$ cat config.mk
export PLATFORM = sky130hd
export DESIGN_NAME = ccff_bitstream_loader
export DESIGN_NICKNAME = d
export VERILOG_FILES = /design/src/rtl/ccff_loader_pkg.sv /design/src/rtl/ccff_bitstream_loader.sv
export SDC_FILE = /design/constraint.sdc
export NUM_CORES = 1
export LEC_CHECK = 0
export CAP_MARGIN = 0
export CORE_ASPECT_RATIO = 1.75
export CORE_MARGIN = 8
export CORE_UTILIZATION = 52
export DETAILED_ROUTE_END_ITERATION = 10
export PLACE_DENSITY = 0.77
export SETUP_SLACK_MARGIN = 0.4
export SYNTH_ARGS = -nofsm -noshare
export SYNTH_HDL_FRONTEND = slang
export SYNTH_SLANG_ARGS = --single-unit
$ cat constraint.sdc
create_clock -name prog_clk -period 3.56 [get_ports prog_clk]
set_input_delay 0.534 -clock prog_clk [delete_from_list [all_inputs] [get_ports prog_clk]]
set_output_delay 0.534 -clock prog_clk [all_outputs]
set_load 0.005 [all_outputs]
$ cat src/rtl/ccff_loader_pkg.sv
`default_nettype none
// ============================================================================
//  Module      : ccff_loader_pkg
//  Description : Shared types and constants for the configuration-chain
//                bitstream loader: FSM state type, default bitstream word
//                width and the width of the bit counter.
//  Revision    : 1.0 - initial release
// ============================================================================
package ccff_loader_pkg;

    localparam int WORD_W_DEFAULT = 8;
    localparam int BIT_COUNT_W    = 16;

    typedef enum logic [1:0] {
        ST_IDLE  = 2'd0,
        ST_LOAD  = 2'd1,
        ST_SHIFT = 2'd2,
        ST_DONE  = 2'd3
    } state_t;

endpackage : ccff_loader_pkg
`default_nettype wire

$ cat src/rtl/ccff_bitstream_loader.sv
`default_nettype none
// ============================================================================
//  Module      : ccff_bitstream_loader
//  Description : Takes bitstream words over a valid/ready handshake and shifts
//                them LSB-first into a configuration flip-flop chain until
//                CHAIN_LEN bits have been loaded.
//  Ports       : prog_clk      - programming clock (rising edge)
//                prog_reset    - asynchronous active-high reset
//                start         - single-cycle load request
//                abort         - cancel the current load, return to idle
//                bs_data       - bitstream word, LSB shifted first
//                bs_valid      - bs_data is valid
//                bs_ready      - loader accepts a word this cycle
//                ccff_head     - serial bit to the chain head (registered)
//                ccff_shift_en - chain shift enable (registered)
//                busy          - load in progress
//                done          - chain fully loaded
//                bit_count     - bits shifted in the current / last load
//  Revision    : 1.0 - initial release
// ============================================================================
module ccff_bitstream_loader
    import ccff_loader_pkg::*;
#(
    parameter int CHAIN_LEN = 20,
    parameter int WORD_W    = WORD_W_DEFAULT
) (
    input  logic                   prog_clk,
    input  logic                   prog_reset,
    input  logic                   start,
    input  logic                   abort,
    input  logic [WORD_W-1:0]      bs_data,
    input  logic                   bs_valid,
    output logic                   bs_ready,
    output logic                   ccff_head,
    output logic                   ccff_shift_en,
    output logic                   busy,
    output logic                   done,
    output logic [BIT_COUNT_W-1:0] bit_count
);

    localparam logic [BIT_COUNT_W-1:0] c_CHAIN_LEN = BIT_COUNT_W'(CHAIN_LEN);
    localparam logic [BIT_COUNT_W-1:0] c_WORD_W    = BIT_COUNT_W'(WORD_W);

    state_t                 state_q,     state_d;
    logic [WORD_W-1:0]      sr_q,        sr_d;
    logic [BIT_COUNT_W-1:0] rem_q,       rem_d;       // bits of the word still to present after the current one
    logic [BIT_COUNT_W-1:0] bit_count_q, bit_count_d;
    logic                   head_q,      head_d;
    logic                   shift_en_q,  shift_en_d;

    logic [BIT_COUNT_W-1:0] w_room;                   // chain positions not yet filled
    logic [BIT_COUNT_W-1:0] w_k;                      // bits of this word that will be used

    always_ff @(posedge prog_clk or posedge prog_reset) begin
        if (prog_reset) begin
            state_q     <= ST_IDLE;
            sr_q        <= '0;
            rem_q       <= '0;
            bit_count_q <= '0;
            head_q      <= 1'b0;
            shift_en_q  <= 1'b0;
        end else begin
            state_q     <= state_d;
            sr_q        <= sr_d;
            rem_q       <= rem_d;
            bit_count_q <= bit_count_d;
            head_q      <= head_d;
            shift_en_q  <= shift_en_d;
        end
    end

    always_comb begin
        state_d     = state_q;
        sr_d        = sr_q;
        rem_d       = rem_q;
        bit_count_d = bit_count_q;
        head_d      = head_q;
        shift_en_d  = 1'b0;

        w_room = c_CHAIN_LEN - bit_count_q;
        w_k    = (w_room > c_WORD_W) ? c_WORD_W : w_room;

        if (abort) begin
            state_d = ST_IDLE;
        end else begin
            case (state_q)
                ST_IDLE, ST_DONE: begin
                    if (start) begin
                        bit_count_d = '0;
                        state_d     = ST_LOAD;
                    end
                end
                ST_LOAD: begin
                    // Bit 0 is registered onto the head at the handshake edge so it
                    // is on the chain during the first SHIFT cycle; the rest waits
                    // in the shift register.
                    if (bs_valid) begin
                        head_d     = bs_data[0];
                        shift_en_d = 1'b1;
                        sr_d       = bs_data >> 1;
                        rem_d      = w_k - 1'b1;
                        state_d    = ST_SHIFT;
                    end
                end
                ST_SHIFT: begin
                    bit_count_d = bit_count_q + 1'b1;
                    sr_d        = sr_q >> 1;
                    if (rem_q == '0) begin
                        // Last used bit of this word; any leftover bits are dropped.
                        state_d = (bit_count_d == c_CHAIN_LEN) ? ST_DONE : ST_LOAD;
                    end else begin
                        head_d     = sr_q[0];
                        shift_en_d = 1'b1;
                        rem_d      = rem_q - 1'b1;
                    end
                end
                default: state_d = ST_IDLE;
            endcase
        end
    end

    assign bs_ready      = (state_q == ST_LOAD);
    assign busy          = (state_q == ST_LOAD) || (state_q == ST_SHIFT);
    assign done          = (state_q == ST_DONE);
    assign ccff_head     = head_q;
    assign ccff_shift_en = shift_en_q;
    assign bit_count     = bit_count_q;

endmodule : ccff_bitstream_loader
`default_nettype wire

==> metrics.txt <==
result of the run=finished, final reports clean; category of the critical setup timing path=register to register; beginning of the worst hold path=sr_q[5]$_DFFE_PP0P_; data arrival time of the worst path=3.47 ns; Die Ht=119 um; total leakage power=1.60 nW; number of global-route vias before repair=3155; post-CTS clock slew at the launch and capture registers of the worst setup and hold paths=0.09 ns; Required @ worst endpoint=3.75 ns; family with the most delay on the worst path=simple AND/OR/NAND/NOR gates; Max-Slew Margin vs Limit=33.5%; net total in the final layout=440; maximum buffer depth of the clock tree=2; initial core utilization=53.4%; number of nets still failing antenna checks after routing=0; final worst-path cycle share=92.1%; GRT overflow=0; buffers added on ports=33; number of unique standard cell types used by synthesis=68; summed negative setup slack over all endpoints=0 ns; number of max-capacitance violations reported=0; largest net degree at the start of global routing=43; critical path peak fanout=6; power per standard cell area=388 mW/mm2; Die Wd=74.8 um; longest individual stage delay on the worst path=0.45 ns; CP Launch Point=bit_count[0]$_DFFE_PP0P_; ratio of cells with drive above 1 in the final layout=18.1%; worst hold path class=register to register; Remaining DRCs=0; worst clock skew=0.00928 ns; wire length of the first global-routing pass=14200 um; RSZ-0062 raised after global routing=true; actual slew at the worst max-slew pin=0.997 ns; number of placement rows=37; sequential share of the synthesized area=34.2%; per-cell routed wire length=17.3 um; sum of net half-perimeters after detailed placement=6210 um; number of clock sinks=43; Post-Synthesis Net Count=399; Clk Tree Root Cell=clkbuf_8; boundary pin count=34; share of synthesized flip-flops with an asynchronous set or reset=100%; length of the first detailed-routing pass in iterations=5; initial antenna violation count=0; sum of buffers and inverters on the critical path=0; FF-to-FF Start=bit_count[0]$_DFFE_PP0P_; type of destination of the critical path=register; count of yosys warnings during synthesis=0; time the worst path needs with I/O delays and setup=3.28 ns; placed cell areas=0.00362 mm2; Gate Count Post-Synth=378; worst hold slack=0.490 ns; maximum clock frequency=0.305 GHz; core footprint=0.00588 mm2; Cell Chain, Critical Path=o21a_1 > o21a_1 > or3_4 > mux2i_1 > and3b_1 > and2_4 > a22oi_2 > ha_2 > nand2_2 > a31o_1 > or4_4 > o311a_1; growth of design area from synthesis to finish=22.3%; flops & latches, synth=43; Post-synth EDFFs=0; routability-driven placement congestion ratio=0.877; summed area of non-filler cells in the final layout=0.00384 mm2; number of endpoints with negative hold slack in the final report=0; Setup crit start kind=register; Initial DRC Count=264; Top FF cell, synth=dfrtp_1; via count=3089; average vias per placed instance=6.20; GRT Total Usage=19.7%; ANT cells=0; number of buffers created by CTS=5; Worst path most repeated cell=o21a_1; peak ir drop on the vdd network=0.202 mV; total design power=0.00149 W; final wirelength=8600 um; Cell Area, Synth=0.00314 mm2; cell at the slowest stage of the critical path=dfrtp_2; clock latency on the worst-skew pair=0.31 ns; H-tree levels=2; TritonCTS clock tree=done; area enclosed by the die boundary=0.00888 mm2; number of max-slew violations in the final report=0; setup violators final=0; post-synthesis average cell area=8.31 um2
-- where the power goes --
group          internal [W]  switching, W
combinational      0.000213      0.000289
clock              0.000141      0.000191
sequential         0.000578     0.0000788
total              0.000932      0.000559
-- layout by cell type (no fill, tap or decap), types with 6 or more instances in the layout --
cell type / Yosys / routed
a21oi_1: 12 / 12
buf_4: 1 / 28
clkdlybuf4s50_1: 0 / 33
dfrtp_1: 43 / 42
ha_1: 8 / 6
inv_1: 16 / 14
mux2i_1: 11 / 11
nand2_1: 51 / 50
nand3_1: 16 / 15
nor2_1: 25 / 25
nor3_1: 11 / 11
o21ai_0: 31 / 29
o31ai_1: 9 / 8
or3_1: 12 / 11
xor2_1: 6 / 6
-- layout make-up --
class / instances / area (um2)
fill: 516 / 2040
timing repair buffer: 61 / 541
sequential: 43 / 1080
tap: 78 / 97.6
clock buffer: 5 / 68.8
multi-input combinational: 292 / 1970
clock inverter: 3 / 25.0
inverter: 16 / 60.1
-- routing by layer --
| layer | GRT usage [%] | up-vias | wire length, um |
|---|---|---|---|
| li1 | - | 1466 | - |
| met1 | 20.2 | 1510 | 3210 |
| met2 | 36.0 | 89 | 4850 |
| met3 | 2.86 | 24 | 292 |
| met4 | 10.9 | 0 | 242 |
| met5 | 0 | - | 0 |
-- stage by stage --
stage	cells	utilization (%)	setup slack [ns]
3_3_place_gp	484	61.7	0.259
6_report	498	65.4	0.281
2_1_floorplan	378	-	0.178
4_1_cts	496	64.2	0.213
3_5_place_dp	484	61.7	0.0988
5_1_grt	498	65.4	0.179
-- synthesized netlist by cell type, drive strengths merged (7+ instances only) --
cell type  count  area, um2
a21oi         13       68.8
buf            8       58.8
clkbuf        19       71.3
dfrtp         43       1080
ha             8        100
inv           16       60.1
mux2i         11        110
nand2         52        198
nand3         16       80.1
nor2          26        100
nor3          12       71.3
o21ai         33        165
o31ai          9       67.6
or3           12       75.1
or4            7       60.1
-- what timing repair did --
action	4_1_cts	5_1_grt
resized for setup	9	13
hold buffers	0	0
setup buffers	4	2
endpoints found under the setup margin	11	14
pin swaps	8	7
-- final timing paths --
path | to | slack, ns | cells after the start
worst min register to register | sr_q[5]$_DFFE_PP0P_ | 0.49 | 2
max in group asynchronous | bit_count[0]$_DFFE_PP0P_ | 1.98 | 3
worst max-delay path | rem_q[10]$_DFFE_PP0P_ | 0.28 | 12
min in group asynchronous | state_q[0]$_DFFE_PP0P_ | 0.75 | 2
worst max register to register | rem_q[10]$_DFFE_PP0P_ | 0.28 | 12
worst min-delay path | sr_q[5]$_DFFE_PP0P_ | 0.49 | 2
-- sequential cells by signal, summed over array words and instances, names as in the netlist --
| name | count |
|---|---|
| bit_count | 16 |
| ccff_head | 1 |
| ccff_shift_en | 1 |
| rem_q | 16 |
| sr_q | 7 |
| state_q | 2 |
-- worst reg2reg max path, stage by stage (launching register included) --
cell,delay [ns]
dfrtp_2,0.45
o21a_1,0.24
o21a_1,0.20
or3_4,0.39
mux2i_1,0.17
and3b_1,0.21
and2_4,0.15
a22oi_2,0.14
ha_2,0.21
nand2_2,0.06
a31o_1,0.20
or4_4,0.44
o311a_1,0.30
-- cells by family after synthesis --
family	synth area share (%)
AO/OA/AOI/OAI	23.2
XOR/XNOR	1.95
adder cells (fa/ha/maj)	3.19
buffers and inverters	6.05
flip-flops	34.2
multiplexers	4.22
AND/OR/NAND/NOR	27.2
Note: power is estimated with default switching activity, not from simulation.
